[src/rtl/bus_capture_sequencer.sv]
// Table-driven capture sequencer: walks a run-time-writable state table, shifts
// sample bits into fields and emits each completed field on a ready/valid port.
module bus_capture_sequencer #(
  parameter int unsigned NSTATE  = 8,
  parameter int unsigned SW      = $clog2(NSTATE),
  parameter int unsigned TIMEOUT = 255
) (
  input  logic          clk,
  input  logic          rst,
  input  logic          cfg_we,
  input  logic [SW-1:0] cfg_addr,
  input  logic [SW-1:0] cfg_next,
  input  logic [5:0]    cfg_len,
  input  logic          cfg_last,
  input  logic          start,
  input  logic [SW-1:0] start_state,
  input  logic          abort,
  input  logic          smp_valid,
  input  logic          smp_bit,
  output logic          fld_valid,
  input  logic          fld_ready,
  output logic [31:0]   fld_data,
  output logic [SW-1:0] fld_state,
  output logic [5:0]    fld_len,
  output logic          busy,
  output logic          frame_done,
  output logic          frame_err,
  output logic          overrun
);

  localparam int unsigned   IW       = (TIMEOUT < 2) ? 1 : $clog2(TIMEOUT);
  localparam logic [IW-1:0] IDLE_LIM = IW'(TIMEOUT - 1);
  localparam logic [5:0]    MAX_LEN  = 6'd32;

  typedef enum logic [2:0] {
    IDLE,
    LOAD,
    CAPTURE,
    EMIT,
    DONE
  } state_e;

  state_e        state_q;
  logic [SW-1:0] cur_q;
  logic [5:0]    len_q;
  logic [SW-1:0] next_q;
  logic          last_q;
  logic [5:0]    bit_cnt_q;
  logic [31:0]   shift_q;
  logic [IW-1:0] idle_cnt_q;

  logic          fld_valid_q;
  logic [31:0]   fld_data_q;
  logic [SW-1:0] fld_state_q;
  logic [5:0]    fld_len_q;
  logic          busy_q;
  logic          frame_done_q;
  logic          frame_err_q;
  logic          overrun_q;

  logic [SW-1:0] tbl_next_q [NSTATE];
  logic [5:0]    tbl_len_q  [NSTATE];
  logic          tbl_last_q [NSTATE];

  logic [5:0]    ent_len_d;
  logic [5:0]    bit_cnt_d;
  logic [31:0]   shift_d;
  logic          drop_d;

  always_comb begin
    ent_len_d = tbl_len_q[cur_q];
    if (ent_len_d > MAX_LEN) begin
      ent_len_d = MAX_LEN;
    end
    bit_cnt_d = bit_cnt_q + 6'd1;
    shift_d   = {shift_q[30:0], smp_bit};
    drop_d    = smp_valid && ((state_q == LOAD) || (state_q == EMIT) || (state_q == DONE));
  end

  always_ff @(posedge clk) begin
    if (!rst) begin
      state_q      <= IDLE;
      cur_q        <= '0;
      len_q        <= '0;
      next_q       <= '0;
      last_q       <= 1'b0;
      bit_cnt_q    <= '0;
      shift_q      <= '0;
      idle_cnt_q   <= '0;
      fld_valid_q  <= 1'b0;
      fld_data_q   <= '0;
      fld_state_q  <= '0;
      fld_len_q    <= '0;
      busy_q       <= 1'b0;
      frame_done_q <= 1'b0;
      frame_err_q  <= 1'b0;
      overrun_q    <= 1'b0;
      for (int unsigned i = 0; i < NSTATE; i++) begin
        tbl_next_q[SW'(i)] <= '0;
        tbl_len_q[SW'(i)]  <= '0;
        tbl_last_q[SW'(i)] <= 1'b1;
      end
    end else begin
      frame_done_q <= 1'b0;
      if (drop_d) begin
        overrun_q <= 1'b1;
      end

      unique case (state_q)
        IDLE: begin
          if (cfg_we) begin
            tbl_next_q[cfg_addr] <= cfg_next;
            tbl_len_q[cfg_addr]  <= cfg_len;
            tbl_last_q[cfg_addr] <= cfg_last;
          end
          if (start) begin
            cur_q       <= start_state;
            frame_err_q <= 1'b0;
            overrun_q   <= 1'b0;
            busy_q      <= 1'b1;
            state_q     <= LOAD;
          end
        end

        LOAD: begin
          len_q      <= ent_len_d;
          next_q     <= tbl_next_q[cur_q];
          last_q     <= tbl_last_q[cur_q];
          bit_cnt_q  <= '0;
          shift_q    <= '0;
          idle_cnt_q <= '0;
          if (abort) begin
            frame_err_q  <= 1'b1;
            frame_done_q <= 1'b1;
            state_q      <= DONE;
          end else if (ent_len_d == 6'd0) begin
            // Zero-length entries produce no field: finish or chain straight on.
            if (tbl_last_q[cur_q]) begin
              frame_done_q <= 1'b1;
              state_q      <= DONE;
            end else begin
              cur_q   <= tbl_next_q[cur_q];
              state_q <= LOAD;
            end
          end else begin
            state_q <= CAPTURE;
          end
        end

        CAPTURE: begin
          if (abort) begin
            frame_err_q  <= 1'b1;
            frame_done_q <= 1'b1;
            state_q      <= DONE;
          end else if (smp_valid) begin
            shift_q    <= shift_d;
            bit_cnt_q  <= bit_cnt_d;
            idle_cnt_q <= '0;
            if (bit_cnt_d == len_q) begin
              fld_valid_q <= 1'b1;
              fld_data_q  <= shift_d;
              fld_state_q <= cur_q;
              fld_len_q   <= len_q;
              state_q     <= EMIT;
            end
          end else if (idle_cnt_q == IDLE_LIM) begin
            // Counter would reach TIMEOUT on this edge: abort the frame now.
            frame_err_q  <= 1'b1;
            frame_done_q <= 1'b1;
            state_q      <= DONE;
          end else begin
            idle_cnt_q <= idle_cnt_q + 1'b1;
          end
        end

        EMIT: begin
          if (abort) begin
            fld_valid_q  <= 1'b0;
            frame_err_q  <= 1'b1;
            frame_done_q <= 1'b1;
            state_q      <= DONE;
          end else if (fld_ready) begin
            fld_valid_q <= 1'b0;
            if (last_q) begin
              frame_done_q <= 1'b1;
              state_q      <= DONE;
            end else begin
              cur_q   <= next_q;
              state_q <= LOAD;
            end
          end
        end

        DONE: begin
          busy_q  <= 1'b0;
          state_q <= IDLE;
        end

        default: begin
          busy_q      <= 1'b0;
          fld_valid_q <= 1'b0;
          state_q     <= IDLE;
        end
      endcase
    end
  end

  assign fld_valid  = fld_valid_q;
  assign fld_data   = fld_data_q;
  assign fld_state  = fld_state_q;
  assign fld_len    = fld_len_q;
  assign busy       = busy_q;
  assign frame_done = frame_done_q;
  assign frame_err  = frame_err_q;
  assign overrun    = overrun_q;

endmodule
[config.mk]
export PLATFORM = sky130hd
export DESIGN_NAME = bus_capture_sequencer
export DESIGN_NICKNAME = d
export VERILOG_FILES = /design/src/rtl/bus_capture_sequencer.sv
export SDC_FILE = /design/constraint.sdc
export NUM_CORES = 1
export LEC_CHECK = 0
export CORE_ASPECT_RATIO = 0.5
export CORE_UTILIZATION = 52
export DETAILED_ROUTE_END_ITERATION = 6
export GPL_ROUTABILITY_DRIVEN = 0
export PLACE_DENSITY = 0.76
export SETUP_SLACK_MARGIN = 0.15
export SLEW_MARGIN = 30
export SYNTH_ARGS = -nofsm -noshare
export SYNTH_HDL_FRONTEND = slang
export SYNTH_SLANG_ARGS = --single-unit
[constraint.sdc]
create_clock -name clk -period 2.6 [get_ports clk]
set_input_delay 0.52 -clock clk [delete_from_list [all_inputs] [get_ports clk]]
set_output_delay 0.52 -clock clk [all_outputs]
set_load 0.005 [all_outputs]
==> metrics.yaml <==
placed_design:
  dp_hpwl_mm: 12.5
  dpl_cell_area_sq_um: 9590
  preCtsSetupSlack_ns: 0.0484
  io_buffers: 69
clock_tree:
  htreeDepth: 4
  cts_max_path_buffers: 2
  clkSinkCount: 190
  cts_tree: "yes"
  numCtsBuffers: 17
  clk_latency_ns: 0.43
  hold_buffers: 0
  clk_pin_slew_worst_paths_ns: 0.07
  ctsRootBufferMaster: "clkbuf_16"
route:
  postRouteAntennaNets: 0
  drcViolationCount: 0
  vias: 6465
  viasPerCell: 5.95
  drt-initial-drc-count: 687
  drt_pass1_iterations: 5
  routed_wl_mm: 19.9
  avgRoutedWirePerCell_um: 18.3
yosys:
  synth_nets: 820
  synth_cell_types: 52
  ys_ff_latch: 190
  ys.flop_type: "dfxtp_1"
  yosysWarnings: 0
  synth_seq_area_share_pct: 54.7
  syn_area_per_cell_sq_um: 10.6
  netlist_area_sq_um: 8420
  syn_inst: 793
  async_flop_share_pct: 0
  synth-edff-count: 80
die:
  fp.dieH_um: 92.0
  core_sq_um: 15600
  rows: 32
  die_w_um: 182
  die-area_sq_um: 16700
  ios: 70
  start_util_pct: 53.9
cells_and_area:
  fillers: 1204
  area_growth_pct: 21.7
  insertedDiodeCount: 0
  drive_gt1_share_pct: 13.6
  final_area_sq_um: 10200
  final_core_util_pct: 65.6
  nNetsFinal: 897
sta:
  setup_violations: 0
  slew_viol_final: 0
  relSlewSlack_pct: 50.3
  fin_skew_ns: 0.0106
  hold_viol_final: 0
  layout_setup_ws_ns: 0.124
  post-route-period-util_pct: 95.2
  worst_pin_slew_ns: 0.745
  fin_hold_ws_ns: 0.467
  max_freq_mhz: 404
  rsz0062_at_grt: "true"
  setup_tns_ns: 0
  fin_crit_ns: 2.48
grt:
  grt_max_degree: 77
  overflow: 0
  antenna_found_initial: 0
  grt_pass1_wl_mm: 31.8
  grt_pass1_vias: 6098
  grt_util_all_layers_pct: 24.6
worst_setup_path:
  path_class: "reg2reg"
  cp.arrival_ns: 2.81
  crit_fanout: 6
  r2r_cells: 6
  cp-start-kind: "flop"
  ff2ff_setup_slack_ns: 0.12
  crit_path_end_kind: "flop"
  cp.required_ns: 2.94
power:
  ir_drop_mv: 0.509
  powerDensity_nw_per_um2: 680
  p_leak_nw: 3.46
min_path:
  hold_depth: 2
  hp-class: "reg2reg"
  hold_start: "fld_data[22]"
  hold_end: "fld_data[22]"
status:
  status: "finished clean"
job:
  cap_viol_max_count: 0
-- cells by family (layout without fill, tap and decap cells) --
family          Yosys count  after routing  share of synthesized area (%)
mux                      38             38                           7.85
buf+inv                  70            158                           3.21
fa+ha+maj                 3              3                          0.446
xor+xnor                 13             13                           1.35
flops                   190            190                           54.7
simple gates            298            298                           19.3
compound gates          181            182                           13.1
-- worst max-delay path, stage by stage, from the launching register on --
cell     delay [ns]
dfxtp_4        0.39
buf_12         0.13
mux4_2         0.51
mux2_4         0.29
or4_4          0.55
o21a_2         0.28
mux2i_2        0.23
-- routing by layer --
| metal | track usage (%) | up-vias | routed length [um] |
|---|---|---|---|
| met5 | 0 | - | 0 |
| met4 | 10.4 | 0 | 425 |
| met3 | 4.29 | 33 | 911 |
| met2 | 40.4 | 176 | 9760 |
| met1 | 32.4 | 3155 | 8820 |
| li1 | - | 3101 | - |
-- area by class of cell --
| class | count | area [sq um] | share of cell area [%] |
|---|---|---|---|
| tap | 204 | 255 | 2.49 |
| timing repair buffer | 122 | 1180 | 11.6 |
| clock buffer | 22 | 464 | 4.53 |
| inverter | 5 | 18.8 | 0.183 |
| sequential | 190 | 4610 | 45.0 |
| multi-input combinational | 534 | 3620 | 35.3 |
| clock inverter | 9 | 88.8 | 0.868 |
-- sequential cells by signal, indices dropped and copies added, names as in the netlist, 3 cells and up, named ones only --
| name | count |
|---|---|
| idle_cnt_q | 8 |
| bit_cnt_q | 6 |
| tbl_len_q | 48 |
| fld_len | 6 |
| fld_data | 32 |
| state_q | 3 |
| tbl_last_q | 8 |
| fld_state | 3 |
| len_q | 6 |
| shift_q | 31 |
| next_q | 3 |
| tbl_next_q | 24 |
| cur_q | 3 |
-- cell usage in the layout (no fill, tap or decap), drive strengths merged, types with 3 or more instances in the layout --
cell type,instances
clkinv,6
clkdlybuf4s50,69
and2,75
o31ai,42
clkbuf,22
nor3,12
xor2,6
inv,6
o21a,3
o21ai,15
and4b,3
nor2,31
a21oi,97
mux2i,12
xnor2,7
a211oi,8
nand4b,4
mux4,20
edfxtp,80
o2111ai,4
nand4,43
dfxtp,110
mux2,6
nand2b,14
ha,3
or3,9
nand3,38
buf,53
nand2,57
-- metrics by stage --
stage,power [mW],instances
finish,6.96,1086
global route,7.23,1086
CTS,6.97,1084
detailed placement,4.46,1049
global placement,4.43,1049
floorplan,4.05,793
-- report_power, final --
group / internal [mW] / switching, mW / leakage, nW
Clock: 1.37 / 1.11 / 0.270
Combinational: 0.504 / 0.652 / 1.50
Sequential: 3.22 / 0.113 / 1.69
Total: 5.09 / 1.87 / 3.46
-- cell usage after synthesis (9+ instances only) --
cell type / instances / area share (%)
nand4_1: 43 / 3.2
o31ai_1: 42 / 3.7
nor3_1: 12 / 0.71
clkbuf_1: 55 / 2.5
mux4_2: 14 / 3.7
mux2i_1: 12 / 1.4
edfxtp_1: 80 / 29
buf_1: 9 / 0.40
nand2_1: 57 / 2.5
nand3_1: 38 / 2.3
nand2b_1: 14 / 1.0
o21ai_0: 15 / 0.89
and2_1: 75 / 5.6
dfxtp_1: 110 / 26
or3_1: 9 / 0.67
nor2_1: 31 / 1.4
a21oi_1: 97 / 5.8
-- worst max-delay path by stage --
stage	to	cells past startpoint	slack, ns
3_3_place_gp	state_q[0]	6	0.11
5_1_grt	state_q[0]	7	0.04
6_report	flop	6	0.12
4_1_cts	state_q[0]	6	0.08
3_5_place_dp	state_q[0]	6	0.05
2_1_floorplan	state_q[0]	6	0.22
-- timing repair --
action / CTS / global route
setup buffers: 3 / 1
gates cloned: 1 / 1
resized for setup: 9 / 4
pin swaps: 3 / 3
hold endpoints to repair: 0 / 0
setup endpoints to repair: 10 / 14
Note: power is estimated with default switching activity, not from simulation.
